### src/rtl/axis_video_burst_gen.sv
// rtl/axis_video_burst_gen.sv - AXI4-Stream video frame source emitting pixel bursts separated by idle gaps
module axis_video_burst_gen #(
    parameter int DATA_W    = 32,
    parameter int PIX       = 640,
    parameter int LINES     = 480,
    parameter int BURST_LEN = 4,
    parameter int BURST_GAP = 3,
    parameter int LINE_GAP  = 1750,
    parameter int FRAME_GAP = 1024
) (
    input  logic              clk,
    input  logic              rst,
    input  logic              enable,
    input  logic [1:0]        mode,
    input  logic [DATA_W-1:0] const_data,
    output logic [DATA_W-1:0] m_axis_video_tdata,
    output logic              m_axis_video_tvalid,
    input  logic              m_axis_video_tready,
    output logic              m_axis_video_tlast,
    output logic              m_axis_video_tuser,
    output logic              busy,
    output logic [15:0]       frame_cnt
);

    localparam int X_W     = (PIX > 1) ? $clog2(PIX) : 1;
    localparam int Y_W     = (LINES > 1) ? $clog2(LINES) : 1;
    localparam int B_W     = (BURST_LEN > 1) ? $clog2(BURST_LEN) : 1;
    localparam int GAP_MAX = (BURST_GAP > LINE_GAP)
                           ? ((BURST_GAP > FRAME_GAP) ? BURST_GAP : FRAME_GAP)
                           : ((LINE_GAP > FRAME_GAP) ? LINE_GAP : FRAME_GAP);
    localparam int G_W     = (GAP_MAX > 0) ? $clog2(GAP_MAX + 1) : 1;

    localparam logic [X_W-1:0] X_LAST  = X_W'(PIX - 1);
    localparam logic [Y_W-1:0] Y_LAST  = Y_W'(LINES - 1);
    localparam logic [B_W-1:0] B_LAST  = B_W'(BURST_LEN - 1);
    localparam logic [G_W-1:0] BG_LAST = G_W'((BURST_GAP > 0) ? BURST_GAP - 1 : 0);
    localparam logic [G_W-1:0] LG_LAST = G_W'((LINE_GAP > 0) ? LINE_GAP - 1 : 0);
    localparam logic [G_W-1:0] FG_LAST = G_W'((FRAME_GAP > 0) ? FRAME_GAP - 1 : 0);

    typedef enum logic [2:0] {
        S_IDLE,
        S_BURST,
        S_GAP,
        S_LGAP,
        S_FGAP
    } state_t;

    state_t            state, state_n;
    logic [X_W-1:0]    x, x_n;
    logic [Y_W-1:0]    y, y_n;
    logic [B_W-1:0]    bcnt, bcnt_n;
    logic [G_W-1:0]    gcnt, gcnt_n;
    logic [1:0]        mode_r, mode_n;
    logic [DATA_W-1:0] const_r, const_n;
    logic [7:0]        f_r, f_n;
    logic [15:0]       frame_cnt_n;
    logic              line_done, frame_done, start_frame;

    always_ff @(posedge clk) begin
        if (rst) begin
            state     <= S_IDLE;
            x         <= '0;
            y         <= '0;
            bcnt      <= '0;
            gcnt      <= '0;
            mode_r    <= '0;
            const_r   <= '0;
            f_r       <= '0;
            frame_cnt <= '0;
        end else begin
            state     <= state_n;
            x         <= x_n;
            y         <= y_n;
            bcnt      <= bcnt_n;
            gcnt      <= gcnt_n;
            mode_r    <= mode_n;
            const_r   <= const_n;
            f_r       <= f_n;
            frame_cnt <= frame_cnt_n;
        end
    end

    always_comb begin
        state_n     = state;
        x_n         = x;
        y_n         = y;
        bcnt_n      = bcnt;
        gcnt_n      = gcnt;
        mode_n      = mode_r;
        const_n     = const_r;
        f_n         = f_r;
        frame_cnt_n = frame_cnt;
        line_done   = 1'b0;
        frame_done  = 1'b0;
        start_frame = 1'b0;

        case (state)
            S_IDLE: begin
                if (enable) start_frame = 1'b1;
            end
            S_BURST: begin
                if (m_axis_video_tready) begin
                    if (x == X_LAST) begin
                        // Line end always restarts the burst count, even mid-burst
                        x_n    = '0;
                        bcnt_n = '0;
                        if (LINE_GAP > 0) begin
                            state_n = S_LGAP;
                            gcnt_n  = '0;
                        end else begin
                            line_done = 1'b1;
                        end
                    end else begin
                        x_n = x + X_W'(1);
                        if (bcnt == B_LAST) begin
                            bcnt_n = '0;
                            if (BURST_GAP > 0) begin
                                state_n = S_GAP;
                                gcnt_n  = '0;
                            end
                        end else begin
                            bcnt_n = bcnt + B_W'(1);
                        end
                    end
                end
            end
            S_GAP: begin
                if (gcnt == BG_LAST) begin
                    state_n = S_BURST;
                    gcnt_n  = '0;
                end else begin
                    gcnt_n = gcnt + G_W'(1);
                end
            end
            S_LGAP: begin
                if (gcnt == LG_LAST) begin
                    gcnt_n    = '0;
                    line_done = 1'b1;
                end else begin
                    gcnt_n = gcnt + G_W'(1);
                end
            end
            S_FGAP: begin
                if (gcnt == FG_LAST) begin
                    gcnt_n     = '0;
                    frame_done = 1'b1;
                end else begin
                    gcnt_n = gcnt + G_W'(1);
                end
            end
            default: state_n = S_IDLE;
        endcase

        if (line_done) begin
            if (y == Y_LAST) begin
                frame_cnt_n = frame_cnt + 16'd1;
                if (FRAME_GAP > 0) begin
                    state_n = S_FGAP;
                    gcnt_n  = '0;
                end else begin
                    frame_done = 1'b1;
                end
            end else begin
                y_n     = y + Y_W'(1);
                state_n = S_BURST;
            end
        end

        if (frame_done) begin
            if (enable) start_frame = 1'b1;
            else        state_n     = S_IDLE;
        end

        // Pattern inputs are captured once so the whole frame uses a consistent source
        if (start_frame) begin
            state_n = S_BURST;
            x_n     = '0;
            y_n     = '0;
            bcnt_n  = '0;
            gcnt_n  = '0;
            mode_n  = mode;
            const_n = const_data;
            f_n     = frame_cnt_n[7:0];
        end
    end

    logic [15:0] x16, y16;
    logic [11:0] x12, y12;

    always_comb begin
        x16 = 16'(x);
        y16 = 16'(y);
        x12 = 12'(x);
        y12 = 12'(y);
        case (mode_r)
            2'd0:    m_axis_video_tdata = DATA_W'(x);
            2'd1:    m_axis_video_tdata = DATA_W'({y16, x16});
            2'd2:    m_axis_video_tdata = const_r;
            default: m_axis_video_tdata = DATA_W'({f_r, y12, x12});
        endcase
    end

    assign m_axis_video_tvalid = (state == S_BURST);
    assign m_axis_video_tlast  = m_axis_video_tvalid && (x == X_LAST);
    assign m_axis_video_tuser  = m_axis_video_tvalid && (x == '0) && (y == '0);
    assign busy                = (state != S_IDLE);

endmodule

### config.mk
export PLATFORM = sky130hd
export DESIGN_NAME = axis_video_burst_gen
export DESIGN_NICKNAME = d
export VERILOG_FILES = /design/src/rtl/axis_video_burst_gen.sv
export SDC_FILE = /design/constraint.sdc
export NUM_CORES = 1
export LEC_CHECK = 0
export CAP_MARGIN = 0
export CORE_MARGIN = 2
export CORE_UTILIZATION = 51
export CTS_CLUSTER_DIAMETER = 120
export DETAILED_ROUTE_END_ITERATION = 16
export PLACE_DENSITY = 0.89
export SYNTH_ARGS = -nofsm -noshare
export SYNTH_HDL_FRONTEND = slang
export SYNTH_SLANG_ARGS = --single-unit
### constraint.sdc
create_clock -name clk -period 2.5 [get_ports clk]
set_clock_uncertainty 0.05 [all_clocks]
set_input_delay 0.25 -clock clk [delete_from_list [all_inputs] [get_ports clk]]
set_output_delay 0.25 -clock clk [all_outputs]
set_load 0.005 [all_outputs]
==> flow_summary.toml <==
[worst_hold_path]
hp-class = "input port to flip-flop"
min_path_cells = 3

[yosys]
synth_seq_cells = 93
synth_area_leader_cell = "dfxtp_1"
syn_nets = 658
ys_top_cells_by_area = "dfxtp_1 38%, nand2_1 9.3%, a21oi_1 5.1%"
async_flop_share = 0
ys.flop_type = "dfxtp_1"
synth-seq-area-share = 0.384
synth_top_area_frac = 0.384
synth_area_sq_um = 4840
synth_warnings = 0
avgSynthCellArea_sq_um = 7.92
synthDistinctLibCells = 55
synth-edff-count = 0
syn_inst = 611

[floorplan]
core_sq_um = 9240
start_util = 0.524
rows = 35
die_area_sq_um = 10300
pin_count = 90
die_w_microns = 101
die_y_microns = 101

[setup_path]
criticalPathCategory = "flip-flop to primary output"
path_max_fanout = 6
path_cells = "nand3_1, or3_4, nor3_2, clkdlybuf4s50_1"
slowest_delay_ns = 0.52
critPathSlowestCell = "clkdlybuf4s50_1"
cp-start-kind = "flip-flop"
worstPathArrival_ns = 2.14
rr_worst_depth = 6
end_kind = "primary output"
cp.required_ns = 2.20

[route]
num_vias = 4651
drc = 0
routed_wl_mm = 12.5
drtIter0Drc = 199
viasPerCell = 5.61
routedWlPerCell_microns = 15.1
antenna_left = 0
dr.pass1.iters = 4

[sta]
worst_pin_slew_ns = 0.948
hold_slack_ns = 0.337
max_slew_margin = 0.366
grt_setup_unrepaired = "yes"
setup_ws_ns = 0.0608
hold_violations = 0
slew_violations = 0
min_period_over_period = 0.976
fin_crit_ns = 2.44
fmax_mhz = 410
finalSetupViolations = 0

[grt]
grt_max_degree = 61
grt_pass1_vias = 4506
antenna_found_initial = 0
grt_pass1_wl_mm = 20.3
grt.overflow.total = 0
grt_use_total = 0.243

[clock_network]
clock-sinks = 93
clock_latency_ns = 0.36
cts_tree = "done"
root_buffer = "clkbuf_8"
cts_buffers = 9
cts.htree.levels = 3
postCtsSetupBuffers = 0
hold_buffers = 0
cts_max_path_buffers = 2
clkTransAtPathRegs_ns = 0.09

[power]
p_per_area_nw_per_um2 = 471
p_total_uw = 2900
p_leak_uw = 0.00225
ir_worst_vdd_mv = 0.311

[layout]
final_nets = 743
layout_commonest_cell = "nand2_1"
syn_to_final_growth_pct = 27.3
fin_area_sq_um = 6160
final_cell_mix = "120 x nand2_1, 89 x dfxtp_1, 87 x clkdlybuf4s50_1"
drive_above_1_share = 0.106
n_antenna_cell = 0
fin_util = 0.667

[placed_design]
dp_slack_ns = -0.384
gp_congestion = 0.932
portBuffers = 89
placed_cell_area_sq_um = 5920
dpl.hpwl_mm = 8.85

[status]
status = "complete, no violations"

[run]
max_cap_violations = 0
==> power breakdown <==
group	switching [uW]	total, uW	internal, uW
registers	29.6	1550	1520
logic	164	323	159
clock network	556	1020	467
==> sequential cells by signal, indices dropped and copies added (netlist names) <==
| register | cells |
|---|---|
| y | 9 |
| gcnt | 11 |
| frame_cnt | 16 |
| f_r | 8 |
| mode_r | 2 |
| bcnt | 2 |
| x | 10 |
| state | 3 |
| const_r | 32 |
==> synth_stat cells, types with 5 or more instances <==
library cell and n:
a211oi_2 8, nand3_1 35, o21ai_0 10, and3_1 7
nand2_1 120, a21oi_1 49, nor2_1 52, dfxtp_1 93
mux2i_1 15, nand4_1 19, ha_1 9, buf_1 5
nand2b_1 9, nor3_1 16, xor2_1 19, buf_4 5
nor2b_1 12, nor4_1 8, xnor2_1 12, inv_1 10
or3_1 5, clkbuf_1 16, buf_2 15, and4_1 5
o211ai_1 8
==> worst paths after layout <==
kind | from | to | slack, ns
worst max-delay path | x[3] | m_axis_video_tlast | 0.06
worst min register to register | const_r[11] | const_r[11] | 0.40
worst max register to register | y[0] | f_r[1] | 0.20
worst min-delay path | rst | state[1] | 0.34
==> kinds of logic (layout without fill, tap and decap cells) <==
kind of cell,count (synthesis),count (layout),synth area share
xor+xnor,31,31,0.0561
mux,17,17,0.0357
compound gates,96,96,0.128
simple gates,313,313,0.325
fa+ha+maj,9,9,0.0233
buf+inv,52,141,0.0483
flops,93,93,0.384
==> timing repair <==
action | in CTS | in global routing
pin swaps | 0 | 1
gates cloned | 0 | 0
endpoints found under the setup margin | 12 | 33
resized for setup | 5 | 7
hold endpoints to repair | 0 | 0
==> routing by layer <==
layer | GRT usage | vias to the layer above | part of all wire
met2 | 0.430 | 174 | 0.51
met3 | 0.0476 | 23 | 0.064
met4 | 0.0915 | 0 | 0.016
met1 | 0.292 | 2168 | 0.41
met5 | 0 | - | 0
li1 | - | 2286 | -
==> worst max-delay path: cells and delay by family (launching register included) <==
family,cells,cell delay [ns]
buffers and inverters,1,0.52
and+or+nand+nor,3,0.82
DFF,1,0.44
==> per-stage QoR <==
| stage | instances | setup TNS, ns |
|---|---|---|
| 2_1_floorplan | 611 | 0 |
| 3_3_place_gp | 814 | -1.05 |
| 6_report | 829 | 0 |
| 5_1_grt | 829 | -0.0565 |
| 4_1_cts | 829 | 0 |
| 3_5_place_dp | 814 | -2.60 |
==> cell type report <==
class                   count  area, sq um
multi-input cells         466         2800
flip-flops and latches     93         1870
clock inverters             6         72.6
repair buffers            116         1100
well taps                 129          161
clock buffers               9          124
inverters                  10         37.5
fillers                   742         3080
Note: power is estimated with default switching activity, not from simulation.
